$ cat config.mk
export PLATFORM = sky130hd
export DESIGN_NAME = apb_mux_n_flat
export DESIGN_NICKNAME = d
export VERILOG_FILES = /design/src/rtl/apb_mux_n_if.sv /design/src/rtl/apb_mux_n.sv /design/src/flat_wrapper.sv
export SDC_FILE = /design/constraint.sdc
export NUM_CORES = 1
export LEC_CHECK = 0
export BUFFER_PORTS_ARGS = -buffer_cell sky130_fd_sc_hd__buf_4
export CAP_MARGIN = 20
export CORE_AREA = 2 2 305 307
export DETAILED_ROUTE_END_ITERATION = 7
export DIE_AREA = 0 0 307 309
export PLACE_DENSITY = 0.3
export REMOVE_ABC_BUFFERS = 1
export SLEW_MARGIN = 40
export SYNTH_ARGS = -nofsm -noshare
export SYNTH_HDL_FRONTEND = slang
export SYNTH_SLANG_ARGS = --single-unit
$ cat constraint.sdc
create_clock -name clk -period 2.55 [get_ports clk]
set_clock_uncertainty 0.2 [all_clocks]
set_input_delay 0.51 -clock clk [delete_from_list [all_inputs] [get_ports clk]]
set_output_delay 0.51 -clock clk [all_outputs]
set_load 0.02 [all_outputs]
$ cat src/rtl/apb_mux_n_if.sv
// Bus bundle for the APB decoder/mux: the CPU-side port and the flattened peripheral-side port.
// The mux uses the slave modport; the CPU/peripheral side uses the master modport.
interface apb_mux_n_if #(
   parameter int NSLV   = 9,
   parameter int ADDR_W = 32,
   parameter int DATA_W = 32
);
   logic                     apb_psel_cpu;
   logic                     apb_rw_cpu;
   logic [ADDR_W-1:0]        apb_addr_cpu;
   logic                     apb_enab_cpu;
   logic [DATA_W-1:0]        apb_datai_cpu;
   logic [DATA_W-1:0]        apb_datao_cpu;
   logic                     apb_ack_cpu;
   logic                     apb_err_cpu;
   logic [NSLV-1:0]          apb_slv_psel;
   logic [NSLV-1:0]          apb_slv_enab;
   logic                     apb_slv_rw;
   logic [NSLV*ADDR_W-1:0]   apb_slv_addr;
   logic [DATA_W-1:0]        apb_slv_datai;
   logic [NSLV*DATA_W-1:0]   apb_slv_datao;
   logic [NSLV-1:0]          apb_slv_ack;

   modport slave (
      input  apb_psel_cpu, apb_rw_cpu, apb_addr_cpu, apb_enab_cpu, apb_datai_cpu,
      input  apb_slv_datao, apb_slv_ack,
      output apb_datao_cpu, apb_ack_cpu, apb_err_cpu,
      output apb_slv_psel, apb_slv_enab, apb_slv_rw, apb_slv_addr, apb_slv_datai
   );

   modport master (
      output apb_psel_cpu, apb_rw_cpu, apb_addr_cpu, apb_enab_cpu, apb_datai_cpu,
      output apb_slv_datao, apb_slv_ack,
      input  apb_datao_cpu, apb_ack_cpu, apb_err_cpu,
      input  apb_slv_psel, apb_slv_enab, apb_slv_rw, apb_slv_addr, apb_slv_datai
   );
endinterface

$ cat src/rtl/apb_mux_n.sv
// Parametrised APB decoder/mux: one CPU master to NSLV windowed slaves, with
// decode-miss/timeout error responses and a saturating error counter/log.
//
// state  | meaning
// IDLE   | waiting for CPU setup phase (psel & ~enab)
// SETUP  | selected slave sees psel, enab low
// ACCESS | selected slave sees psel+enab, waiting for ack or timeout
// RESP   | one-cycle ack (and err) back to the CPU
module apb_mux_n #(
   parameter int                     NSLV     = 9,
   parameter int                     ADDR_W   = 32,
   parameter int                     DATA_W   = 32,
   parameter logic [NSLV*ADDR_W-1:0] SLV_BASE = '0,
   parameter logic [NSLV*ADDR_W-1:0] SLV_MASK = '0,
   parameter int                     TIMEOUT  = 255
) (
   input  logic              clk,
   input  logic              rst,
   apb_mux_n_if.slave        bus,
   input  logic              err_clr,
   output logic [7:0]        err_cnt,
   output logic [ADDR_W-1:0] err_addr
);
   localparam int TMO_W = (TIMEOUT < 2) ? 1 : $clog2(TIMEOUT);

   typedef enum logic [1:0] {IDLE, SETUP, ACCESS, RESP} state_t;

   state_t            state, state_nxt;
   logic [NSLV-1:0]   sel_q, sel_dec;
   logic [ADDR_W-1:0] addr_q;
   logic              rw_q;
   logic [DATA_W-1:0] datai_q, rdata_q, rdata_sel;
   logic              err_q;
   logic [TMO_W-1:0]  tmo_cnt;
   logic              start, err_evt, slv_ack, tmo_hit;

   // Scan high to low so the lowest matching index is the one left standing.
   always_comb begin
      sel_dec = '0;
      for (int i = NSLV - 1; i >= 0; i--) begin
         if ((bus.apb_addr_cpu & ~SLV_MASK[i*ADDR_W +: ADDR_W]) == SLV_BASE[i*ADDR_W +: ADDR_W]) begin
            sel_dec    = '0;
            sel_dec[i] = 1'b1;
         end
      end
   end

   always_comb begin
      rdata_sel = '0;
      for (int i = 0; i < NSLV; i++) begin
         if (sel_q[i]) rdata_sel = rdata_sel | bus.apb_slv_datao[i*DATA_W +: DATA_W];
      end
   end

   assign slv_ack = |(bus.apb_slv_ack & sel_q);
   assign tmo_hit = (TIMEOUT != 0) && (tmo_cnt == TMO_W'(TIMEOUT - 1));

   always_ff @(posedge clk) begin
      if (rst) state <= IDLE;
      else     state <= state_nxt;
   end

   always_comb begin
      state_nxt = state;
      start     = 1'b0;
      err_evt   = 1'b0;
      case (state)
         IDLE: begin
            if (bus.apb_psel_cpu && !bus.apb_enab_cpu) begin
               start = 1'b1;
               if (|sel_dec) begin
                  state_nxt = SETUP;
               end else begin
                  state_nxt = RESP;
                  err_evt   = 1'b1;
               end
            end
         end
         SETUP:  state_nxt = bus.apb_psel_cpu ? ACCESS : IDLE;
         ACCESS: begin
            if (!bus.apb_psel_cpu) begin
               state_nxt = IDLE;
            end else if (slv_ack) begin
               state_nxt = RESP;
            end else if (tmo_hit) begin
               state_nxt = RESP;
               err_evt   = 1'b1;
            end
         end
         RESP:    state_nxt = IDLE;
         default: state_nxt = IDLE;
      endcase
   end

   always_comb begin
      bus.apb_ack_cpu   = (state == RESP);
      bus.apb_err_cpu   = (state == RESP) && err_q;
      bus.apb_datao_cpu = (state == RESP) ? rdata_q : '0;
      bus.apb_slv_psel  = (state == SETUP || state == ACCESS) ? sel_q : '0;
      bus.apb_slv_enab  = (state == ACCESS) ? sel_q : '0;
      bus.apb_slv_rw    = rw_q;
      bus.apb_slv_datai = datai_q;
      bus.apb_slv_addr  = '0;
      for (int i = 0; i < NSLV; i++) begin
         if (sel_q[i]) bus.apb_slv_addr[i*ADDR_W +: ADDR_W] = addr_q;
      end
   end

   always_ff @(posedge clk) begin
      if (rst) begin
         sel_q    <= '0;
         addr_q   <= '0;
         rw_q     <= 1'b0;
         datai_q  <= '0;
         rdata_q  <= '0;
         err_q    <= 1'b0;
         tmo_cnt  <= '0;
         err_cnt  <= '0;
         err_addr <= '0;
      end else begin
         err_q   <= err_evt;
         rdata_q <= (state == ACCESS && bus.apb_psel_cpu && slv_ack && !rw_q) ? rdata_sel : '0;
         if (start) begin
            sel_q   <= sel_dec;
            addr_q  <= bus.apb_addr_cpu;
            rw_q    <= bus.apb_rw_cpu;
            datai_q <= bus.apb_datai_cpu;
         end
         if (state == ACCESS) tmo_cnt <= tmo_cnt + 1'b1;
         else                 tmo_cnt <= '0;
         // A miss is logged in the same cycle the address is latched.
         if (err_evt) err_addr <= (state == IDLE) ? bus.apb_addr_cpu : addr_q;
         if (err_clr)                        err_cnt <= err_evt ? 8'd1 : 8'd0;
         else if (err_evt && err_cnt != 8'hFF) err_cnt <= err_cnt + 8'd1;
      end
   end
endmodule

$ cat src/flat_wrapper.sv
// flat-port wrapper written by rule: the top's interface ports become plain ports
module apb_mux_n_flat 
#(
   parameter int                     NSLV     = 9,
   parameter int                     ADDR_W   = 32,
   parameter int                     DATA_W   = 32,
   parameter logic [NSLV*ADDR_W-1:0] SLV_BASE = '0,
   parameter logic [NSLV*ADDR_W-1:0] SLV_MASK = '0,
   parameter int                     TIMEOUT  = 255
)
  (clk, rst, err_clr, err_cnt, err_addr, bus_apb_psel_cpu, bus_apb_rw_cpu, bus_apb_addr_cpu, bus_apb_enab_cpu, bus_apb_datai_cpu, bus_apb_slv_datao, bus_apb_slv_ack, bus_apb_datao_cpu, bus_apb_ack_cpu, bus_apb_err_cpu, bus_apb_slv_psel, bus_apb_slv_enab, bus_apb_slv_rw, bus_apb_slv_addr, bus_apb_slv_datai);
  apb_mux_n_if #(.NSLV(NSLV), .ADDR_W(ADDR_W), .DATA_W(DATA_W)) bus_i ();
  input  logic clk;
  input  logic rst;
  input  logic err_clr;
  output logic [7:0] err_cnt;
  output logic [ADDR_W-1:0] err_addr;
  input wire logic [$bits(bus_i.apb_psel_cpu)-1:0] bus_apb_psel_cpu;
  input wire logic [$bits(bus_i.apb_rw_cpu)-1:0] bus_apb_rw_cpu;
  input wire logic [$bits(bus_i.apb_addr_cpu)-1:0] bus_apb_addr_cpu;
  input wire logic [$bits(bus_i.apb_enab_cpu)-1:0] bus_apb_enab_cpu;
  input wire logic [$bits(bus_i.apb_datai_cpu)-1:0] bus_apb_datai_cpu;
  input wire logic [$bits(bus_i.apb_slv_datao)-1:0] bus_apb_slv_datao;
  input wire logic [$bits(bus_i.apb_slv_ack)-1:0] bus_apb_slv_ack;
  output wire logic [$bits(bus_i.apb_datao_cpu)-1:0] bus_apb_datao_cpu;
  output wire logic [$bits(bus_i.apb_ack_cpu)-1:0] bus_apb_ack_cpu;
  output wire logic [$bits(bus_i.apb_err_cpu)-1:0] bus_apb_err_cpu;
  output wire logic [$bits(bus_i.apb_slv_psel)-1:0] bus_apb_slv_psel;
  output wire logic [$bits(bus_i.apb_slv_enab)-1:0] bus_apb_slv_enab;
  output wire logic [$bits(bus_i.apb_slv_rw)-1:0] bus_apb_slv_rw;
  output wire logic [$bits(bus_i.apb_slv_addr)-1:0] bus_apb_slv_addr;
  output wire logic [$bits(bus_i.apb_slv_datai)-1:0] bus_apb_slv_datai;
  assign bus_i.apb_psel_cpu = bus_apb_psel_cpu;
  assign bus_i.apb_rw_cpu = bus_apb_rw_cpu;
  assign bus_i.apb_addr_cpu = bus_apb_addr_cpu;
  assign bus_i.apb_enab_cpu = bus_apb_enab_cpu;
  assign bus_i.apb_datai_cpu = bus_apb_datai_cpu;
  assign bus_i.apb_slv_datao = bus_apb_slv_datao;
  assign bus_i.apb_slv_ack = bus_apb_slv_ack;
  assign bus_apb_datao_cpu = bus_i.apb_datao_cpu;
  assign bus_apb_ack_cpu = bus_i.apb_ack_cpu;
  assign bus_apb_err_cpu = bus_i.apb_err_cpu;
  assign bus_apb_slv_psel = bus_i.apb_slv_psel;
  assign bus_apb_slv_enab = bus_i.apb_slv_enab;
  assign bus_apb_slv_rw = bus_i.apb_slv_rw;
  assign bus_apb_slv_addr = bus_i.apb_slv_addr;
  assign bus_apb_slv_datai = bus_i.apb_slv_datai;
  apb_mux_n #(.NSLV(NSLV), .ADDR_W(ADDR_W), .DATA_W(DATA_W), .SLV_BASE(SLV_BASE), .SLV_MASK(SLV_MASK), .TIMEOUT(TIMEOUT)) u_core (.clk(clk), .rst(rst), .bus(bus_i), .err_clr(err_clr), .err_cnt(err_cnt), .err_addr(err_addr));
endmodule
# [Word level (Yosys, flattened, before mapping)]
# Cells that the tools add are included.
[word_totals] regBits=157 output_inout_bits=413
[op_classes] n_addsub=2 eq_ne=7 muxes=41 n_bitwise=11 reduce_logical=17
[op_table] op="2-to-1 mux 32 bit" n=20
[op_table] op="bitwise OR 32 bit" n=8
[op_table] op="zero test 32 bit" n=1
[op_table] op="2-to-1 mux 9 bit" n=2
[op_table] op="OR reduction 9 bit" n=2
[op_table] op="adder 8 x 1 -> 8 bit (second input constant)" n=2
[op_table] op="2-to-1 mux 8 bit" n=2
[op_table] op="2-to-1 mux 2 bit" n=6
[op_table] op="bitwise AND 9 bit" n=1
[op_table] op="2-to-1 mux 1 bit" n=9
[op_table] op="== test 8 bit (second input constant)" n=1
[op_table] op="!= test 8 bit (second input constant)" n=1
[op_table] op="one-hot mux 2 bit (4 select lines)" n=1
[op_table] op="logical AND 1 bit" n=6
[op_table] op="== test 2 bit (second input constant)" n=2
[op_table] op="!= test 4 x 2 -> 1 bit (second input constant)" n=1
[op_table] op="OR reduction 2 bit" n=2
[op_table] op="== test 2 x 1 -> 1 bit (second input constant)" n=1
[op_table] op="zero test 1 bit" n=2
[op_table] op="zero test 2 bit" n=1
[op_table] op="!= test 2 x 1 -> 1 bit (second input constant)" n=1
[op_table] op="inverter 1 bit" n=2
[op_table] op="one-hot mux 1 bit (2 select lines)" n=1
[op_table] op="AND reduction 2 bit" n=1
[op_table] op="other kinds (2)" n=2

# [Depth between registers and ports, before layout]
# Gate-level depths: netlist of the first run.
[logic_depth] word_depth=17 mapped_depth=10

# [Worst setup path after synthesis of the first run]
# No wires, ideal clock.
[synth_path] path_kind="register to register" from="reg u_core.state[0]" to="reg u_core.err_addr[21]" setup_time_ns=0.143 arrival_ns=1.709 setup_slack_ns=0.498 stages_incl_launch_ff=9 n_path_buf=2 period_less_slack_ns=2.052 path_cell_list="dfxtp_1 inv_1 ha_1 nand2_1 or4b_4 buf_6 nand2_4 buf_6 a211oi_2"
[synth_via] elab_chain_cells=2
[synth_lines] element="start: declaration" line="apb_mux_n.sv:28" source="state_t state, state_nxt;"
[synth_lines] element="start signal: assignment" line="apb_mux_n.sv:60" source="else state <= state_nxt;"
[synth_lines] element="== test 2 bit or zero test 2 bit (tied branches)" line="apb_mux_n.sv:67, apb_mux_n.sv:132"
[synth_lines] element="one-hot mux 1 bit (2 select lines) or 2-to-1 mux 32 bit (tied branches)" line="apb_mux_n.sv:67, apb_mux_n.sv:132"
[synth_lines] element="end signal: assignment" line="apb_mux_n.sv:132" source="if (err_evt) err_addr <= (state == IDLE) ? bus.apb_addr_cpu : addr_q;"
[synth_lines] element="end: declaration" line="apb_mux_n.sv:22" source="output logic [ADDR_W-1:0] err_addr"
# Parallel ways exist; a longest one is shown, timed or not.
# A chain may end at the register's enable or synchronous reset.

# [Worst setup path after layout of the first run]
[layout_path] from="in bus_apb_addr_cpu[25]" to="reg u_core.err_addr[12]"
[layout_via] elab_chain_cells=6
[layout_lines] element="start: declaration" line="flat_wrapper.sv:20" source="input wire logic [$bits(bus_i.apb_addr_cpu)-1:0] bus_apb_addr_cpu;"
[layout_lines] element="zero test 32 bit" line="apb_mux_n.sv:41" source="if ((bus.apb_addr_cpu & ~SLV_MASK[i*ADDR_W +: ADDR_W]) == SLV_BASE[i*ADDR_W +: ADDR_W]) begin"
[layout_lines] element="2-to-1 mux 1 bit" line="apb_mux_n.sv:41"
[layout_lines] element="OR reduction 9 bit" line="apb_mux_n.sv:71" source="if (|sel_dec) begin"
[layout_lines] element="2-to-1 mux 1 bit" line="apb_mux_n.sv:71"
[layout_lines] element="2-to-1 mux 1 bit" line="apb_mux_n.sv:69" source="if (bus.apb_psel_cpu && !bus.apb_enab_cpu) begin"
[layout_lines] element="one-hot mux 1 bit (2 select lines)" line="apb_mux_n.sv:67" source="case (state)"
# No other way between the ends.

==> results.toml, run 1 <==
[outcome]
status = "finished clean"

[synthesis]
synthMuxAreaShare_pct = 4.327
synth-compound-area-share_pct = 9.886
synth_area_leaders = "dfxtp_1 36%, buf_4 25%, and2_1 7.5%"
yosysTopAreaCellShare_pct = 35.82
synth-simple-area-share_pct = 20.51
synth_ff_type = "dfxtp_1"
synth_cell_types = 48
synth_xor_area_share_pct = 0.4207
synth_edf_count = 0
synth_top_family_by_area = "buffers and inverters"
yosysWarnings = 0
synth_top_area_cell = "dfxtp_1"
syn_area_sq_um = 8328
syn_area_per_cell_sq_um = 8.463
yosys_register_bits = 149
async_reset_ff_share_pct = 0
synthAdderAreaFrac_pct = 1.052
ys_seq_area_share_pct = 35.82
synth_cells = 984

[power]
p_leak_nw = 5.089
p_sw_mw = 3.225
comb_power_share_pct = 33.2
p_seq_share_pct = 33.0
switching_share_pct = 39.01
vdd_drop_max_mv = 0.5558
p_clk_share_pct = 33.7
intPower_mw = 5.041
power.density_nw_per_um2 = 695.1
finalPower_mw = 8.266

[global_routing]
grt_util_all_layers_pct = 6.733
grt_pass1_wl_mm = 44.85
antenna_found_initial = 2
grt_max_degree = 96
grt_pass1_vias = 6287
overflow = 0

[critical_path]
worst-path-buf-inv = 5
crit_top_cell = "buf_4"
worst-setup-path-type = "input pin to flip-flop"
slowest_delay_ps = 560
rr_startpoint = "u_core.state[0]"
ff2ff_path_depth = 7
critPathLaunchType = "input pin"
crit_family = "buffers and inverters"
crit_path_top_delay_cell = "dlygate4sd3_1"
rr_endpoint = "u_core.err_addr[12]"
regToRegSetupSlack_ps = 270
required_ps = 2770
worst-path-max-fanout = 33
end_kind = "flip-flop"
cp.arrival_ps = 2680
path_cells = "dlygate4sd3_1 > buf_4 > nor4_2 > buf_4 > nand4_1 > buf_4 > o21ai_4 > nand2_4 > buf_12 > a211oi_1"

[die]
die_w_microns = 307
core_sq_um = 91390
dieHeight_microns = 309
rows = 111
dieArea_sq_um = 94860
io_pins = 780
start_util_pct = 9.113

[placement]
dp_hpwl_mm = 24.07
placed_area_sq_um = 10680
place_inst = 2387
post-place-ws_ps = -273.8
routabilityCongestion = 0.6937
port_buffers = 243

[clock_network]
cts_tree = "built"
clockBufferDepth = 2
root_buffer = "clkbuf_16"
ctsHtreeMaxLevel = 4
clock_latency_ps = 510
cts_made_buffers = 17
postCtsSetupRepairBufs = 0
cts_sinks = 149
clkTransAtPathRegs_ps = 70

[sta]
setup_viol = 0
worst_pin_slew_ps = 602.6
hold_ws_ps = 52.82
finalMaxSlewViolations = 0
fin_crit_sh_pct = 96.28
hold_viol_final = 0
setup_tns_ps = 0
fin_crit_ps = 2455
fmax_mhz = 407.3
slew_headroom_pct = 59.46
fin_ws_ps = 94.85

[finish]
area_growth_pct = 42.80
final_common_cell = "conb_1"
finalNetCount = 1652
final_core_util_pct = 13.01
fin_area_sq_um = 11890
most-common-layout-cells = "272 x conb_1, 262 x buf_4, 148 x dfxtp_1"
layout.cells.non_filler = 2477
n_antenna_cell = 0
fillCellCount = 10530
drive_above_1_share_pct = 26.10

[route]
dr.pass1.iters = 5
dr.first_iter.drc_count = 298
routed_wl_mm = 33.08
ant_nets = 0
routedWlPerCell_microns = 13.36
vias = 6795
drc = 0
viasPerCell = 2.743

[hold_path]
hold_path_class = "input pin to flip-flop"
hold_depth = 3
min_to = "u_core.bus.apb_slv_datai[29]"
hp-start = "bus_apb_datai_cpu[29]"

[flow_run]
cap_viol_max_count = 0
## area by class of cell
| type | count | area (sq um) | share of cell area [%] |
|---|---|---|---|
| clock inverters | 14 | 161.4 | 1.357 |
| inverters | 6 | 22.52 | 0.1894 |
| well taps | 1186 | 1484 | 12.48 |
| multi-input cells | 776 | 4103 | 34.50 |
| clock buffers | 18 | 439.2 | 3.693 |
| flip-flops and latches | 149 | 2984 | 25.09 |
| repair buffers | 328 | 2699 | 22.69 |
## cells in the mapped netlist (3+ instances only)
| library cell | number |
|---|---|
| a211oi_1 | 25 |
| a211oi_2 | 12 |
| a21oi_1 | 71 |
| and2_1 | 100 |
| and3_1 | 3 |
| buf_1 | 3 |
| buf_2 | 9 |
| buf_4 | 273 |
| buf_6 | 7 |
| clkbuf_1 | 32 |
| dfxtp_1 | 149 |
| ha_1 | 7 |
| inv_1 | 5 |
| mux2i_1 | 36 |
| nand2_1 | 144 |
| nand3_1 | 9 |
| nand4_1 | 3 |
| nor2_1 | 12 |
| nor3_1 | 34 |
| nor4_1 | 9 |
| o211ai_1 | 3 |
| o21ai_0 | 4 |
| or3_1 | 5 |
| xor2_1 | 3 |
## worst reg2reg max path, cell delays in order (launching register included)
cell	delay (ps)
dfxtp_1	340
inv_1	130
ha_1	190
nand2_1	120
or4b_4	650
nand2_4	100
buf_12	250
a211oi_1	170
## worst max path at each step
| stage | start | end | slack, ps | depth (start not counted) |
|---|---|---|---|---|
| finish | bus_apb_addr_cpu[25] | u_core.err_addr[12] | 90 | 10 |
| global route | bus_apb_addr_cpu[28] | u_core.err_cnt[6] | -7 | 10 |
| CTS | bus_apb_addr_cpu[25] | u_core.err_cnt[0] | 0.5 | 10 |
| detailed placement | bus_apb_addr_cpu[0] | u_core.err_cnt[0] | -270 | 9 |
| global placement | bus_apb_addr_cpu[15] | u_core.err_cnt[0] | -550 | 9 |
| floorplan | u_core.state[0] | u_core.err_cnt[7] | -2490 | 7 |
## routing by layer
layer  vias to the layer above  share of wire, %  track usage (%)
met5                         -             0.039                0
met4                         2               1.3            2.269
met1                      3139                42            8.026
met3                        24                11            3.522
met2                       344                46            10.33
li1                       3286                 -                -
## timing repair
item                                   CTS  global route
gates resized for setup                  1             6
setup endpoints to repair               25            32
hold buffers                            58             0
pin swaps                                0             1
endpoints found under the hold margin   58             0
## kinds of logic after synthesis
kind of cell | after synthesis
xor gates and xnor gates | 4
buffers and inverters | 330
other | 1
adders and majority gates | 7
and+or+nand+nor | 334
AOI/OAI and AO/OA | 123
DFF | 149
muxes | 36
## sequential cells by signal (all words and copies together) (netlist names)
signal                    count
u_core.rdata_q               32
u_core.err_cnt                8
u_core.addr_q                32
u_core.sel_q                  1
u_core.bus.apb_slv_datai     32
u_core.err_addr              32
u_core.bus.apb_slv_rw         1
u_core.state                  2
u_core.tmo_cnt                8
u_core.err_q                  1
## power by group through the flow
| stage | clock, mW | sequential, mW | combinational [mW] |
|---|---|---|---|
| floorplan | 0 | 2.95 | 1.37 |
| global placement | 0 | 2.77 | 2.72 |
| detailed placement | 0 | 2.78 | 2.71 |
| CTS | 2.98 | 2.73 | 2.80 |
| global route | 3.02 | 2.76 | 2.99 |
| finish | 2.79 | 2.73 | 2.75 |
No activity file was read; power rests on OpenSTA's default activity.
==> inputs of run 2 (changes only) <==
==> constraint.sdc (replaced) <==
create_clock -name clk -period 2.55 [get_ports clk]
set_clock_uncertainty 0.2 [all_clocks]
set_input_delay 0.1275 -clock clk [delete_from_list [all_inputs] [get_ports clk]]
set_output_delay 0.1275 -clock clk [all_outputs]
set_load 0.02 [all_outputs]
==> run 2 against run 1 <==
Effect of this change: die area unchanged; clock power down 3%; cell area up 4.2%; wire length shrank 1.2%; flip-flop and latch count is the same; register-to-register slack worse by 80 ps; total power fell by 0.98%; combinational power about the same; critical path depth is 1 lower; via count grew 2.2%; first-iteration DRC count is 18% lower; utilization increased by 0.54 points; critical path type unchanged; critical endpoint is now u_core.err_addr[1].
==> results.toml, run 2 (synthesized netlist as in run 1, its figures left out) <==
[outcome]
status = "finished clean"

[finish]
multiInputGateArea_sq_um = 4064
final_core_util_pct = 13.55
finalNetCount = 1706
area_growth_pct = 48.74
most-common-layout-cells = "272 x conb_1, 257 x buf_4, 148 x dfxtp_1"
drive_above_1_share_pct = 23.96
fillCellCount = 10490
seqCellArea_sq_um = 2984
final_common_cell = "conb_1"

[route]
drc = 0
ant_nets = 0
routed_wl_mm = 32.70
routedWlPerCell_microns = 12.91
dr.pass1.iters = 4
viasPerCell = 2.742
vias = 6942
dr.first_iter.drc_count = 244

[die]
rows = 111
io_pins = 780
dieArea_sq_um = 94860
die_w_microns = 307
start_util_pct = 9.113
dieHeight_microns = 309
core_sq_um = 91390

[clock_network]
postCtsSetupRepairBufs = 0
cts_sinks = 149
root_buffer = "clkbuf_16"
cts_tree = "built"
cts_hold_buf = 119
clockBufferDepth = 2
cts_made_buffers = 17
ctsResizeCount = 0
ctsHtreeMaxLevel = 4
clkTransAtPathRegs_ps = 70
clock_latency_ps = 490

[power]
finalPower_mw = 8.185
power.density_nw_per_um2 = 660.8
p_leak_nw = 5.324
vdd_drop_max_mv = 0.5251

[sta]
slew_headroom_pct = 48.13
finalMaxSlewViolations = 0
fin_crit_sh_pct = 94.25
fin_crit_ps = 2403
rsz0062_at_grt = "false"
worst_pin_slew_ps = 778.1
hold_viol_final = 0
fmax_mhz = 416.1
setup_viol = 0
setup_tns_ps = 0

[critical_path]
ff2ff_path_depth = 8
crit_family = "buffers and inverters"
cp.arrival_ps = 2610
worst-path-buf-inv = 4
critPathLaunchType = "input pin"
crit_path_top_delay_cell = "dlygate4sd3_1"
worst-setup-path-type = "input pin to flip-flop"
worst-path-max-fanout = 31
startpoint = "bus_apb_addr_cpu[15]"
rr_endpoint = "u_core.err_addr[1]"
path_cells = "dlygate4sd3_1 > buf_4 > nor4_1 > buf_4 > nand4_1 > o21ai_4 > nand2_4 > buf_12 > a211oi_1"
rr_startpoint = "u_core.state[0]"
crit_top_cell = "buf_4"
slowest_delay_ps = 540
end_kind = "flip-flop"
regToRegSetupSlack_ps = 190
required_ps = 2760

[hold_path]
hold_depth = 5
hold_path_class = "input pin to flip-flop"
min_to = "u_core.state[1]"
hp-start = "bus_apb_enab_cpu"

[global_routing]
overflow = 0
grt_pass1_vias = 6528
grt_pass1_wl_mm = 45.00
grt_util_all_layers_pct = 6.688
grt_max_degree = 67
antenna_found_initial = 2

[placement]
dp_hpwl_mm = 24.01
port_buffers = 243
routabilityCongestion = 0.6807

[flow_run]
cap_viol_max_count = 0
==> run 2: worst min-delay path, stage by stage <==
cell       delay (ps)
buf_4              80
nand2b_1          260
a2bb2oi_1         150
nor2_1             90
nor3_1             50
==> run 2: final cells by class <==
class	count	area share (%)
Clock buffer	18	3.545
Multi-Input combinational cell	776	32.81
Clock inverter	13	1.192
Inverter	6	0.1818
Timing Repair Buffer	382	26.16
Sequential cell	149	24.09
Tap cell	1186	11.98
Antenna cell	2	0.04040
==> run 2: worst max path at each step <==
| stage | end | slack (ps) | cells past startpoint |
|---|---|---|---|
| final | u_core.err_addr[1] | 150 | 9 |
| after global routing | u_core.err_cnt[6] | 10 | 9 |
| after CTS | u_core.err_addr[22] | 70 | 9 |
| after detailed placement | u_core.err_addr[22] | 60 | 8 |
| after global placement | u_core.err_addr[30] | 40 | 8 |
| after floorplan | u_core.err_cnt[7] | -2490 | 7 |
==> run 2: per-layer routing <==
layer / vias up / global-route usage [%] / part of all wire [%]
li1: 3396 / - / -
met1: 3185 / 7.845 / 43
met2: 332 / 10.40 / 45
met3: 26 / 3.617 / 11
met4: 3 / 2.110 / 1.3
met5: - / 0 / 0.028
==> run 2: metrics by stage <==
stage / area, sq um / std cells / hold slack (ps) / setup WS, ps
6_report: 12390 / 2532 / 110.6 / 146.6
5_1_grt: 12380 / 2531 / 134.6 / 13.08
2_1_floorplan: 7041 / 931 / -7.854 / -2492
4_1_cts: 12380 / 2530 / 8.705 / 72.50
3_5_place_dp: 10600 / 2380 / 133.0 / 64.81
3_3_place_gp: 10600 / 2380 / 129.7 / 36.67
==> run 2: where the power goes <==
part | switching (mW) | leakage [nW] | internal (mW)
registers | 0.159 | 1.21 | 2.58
clock network | 1.25 | 0.276 | 1.47
logic | 1.74 | 3.84 | 0.994
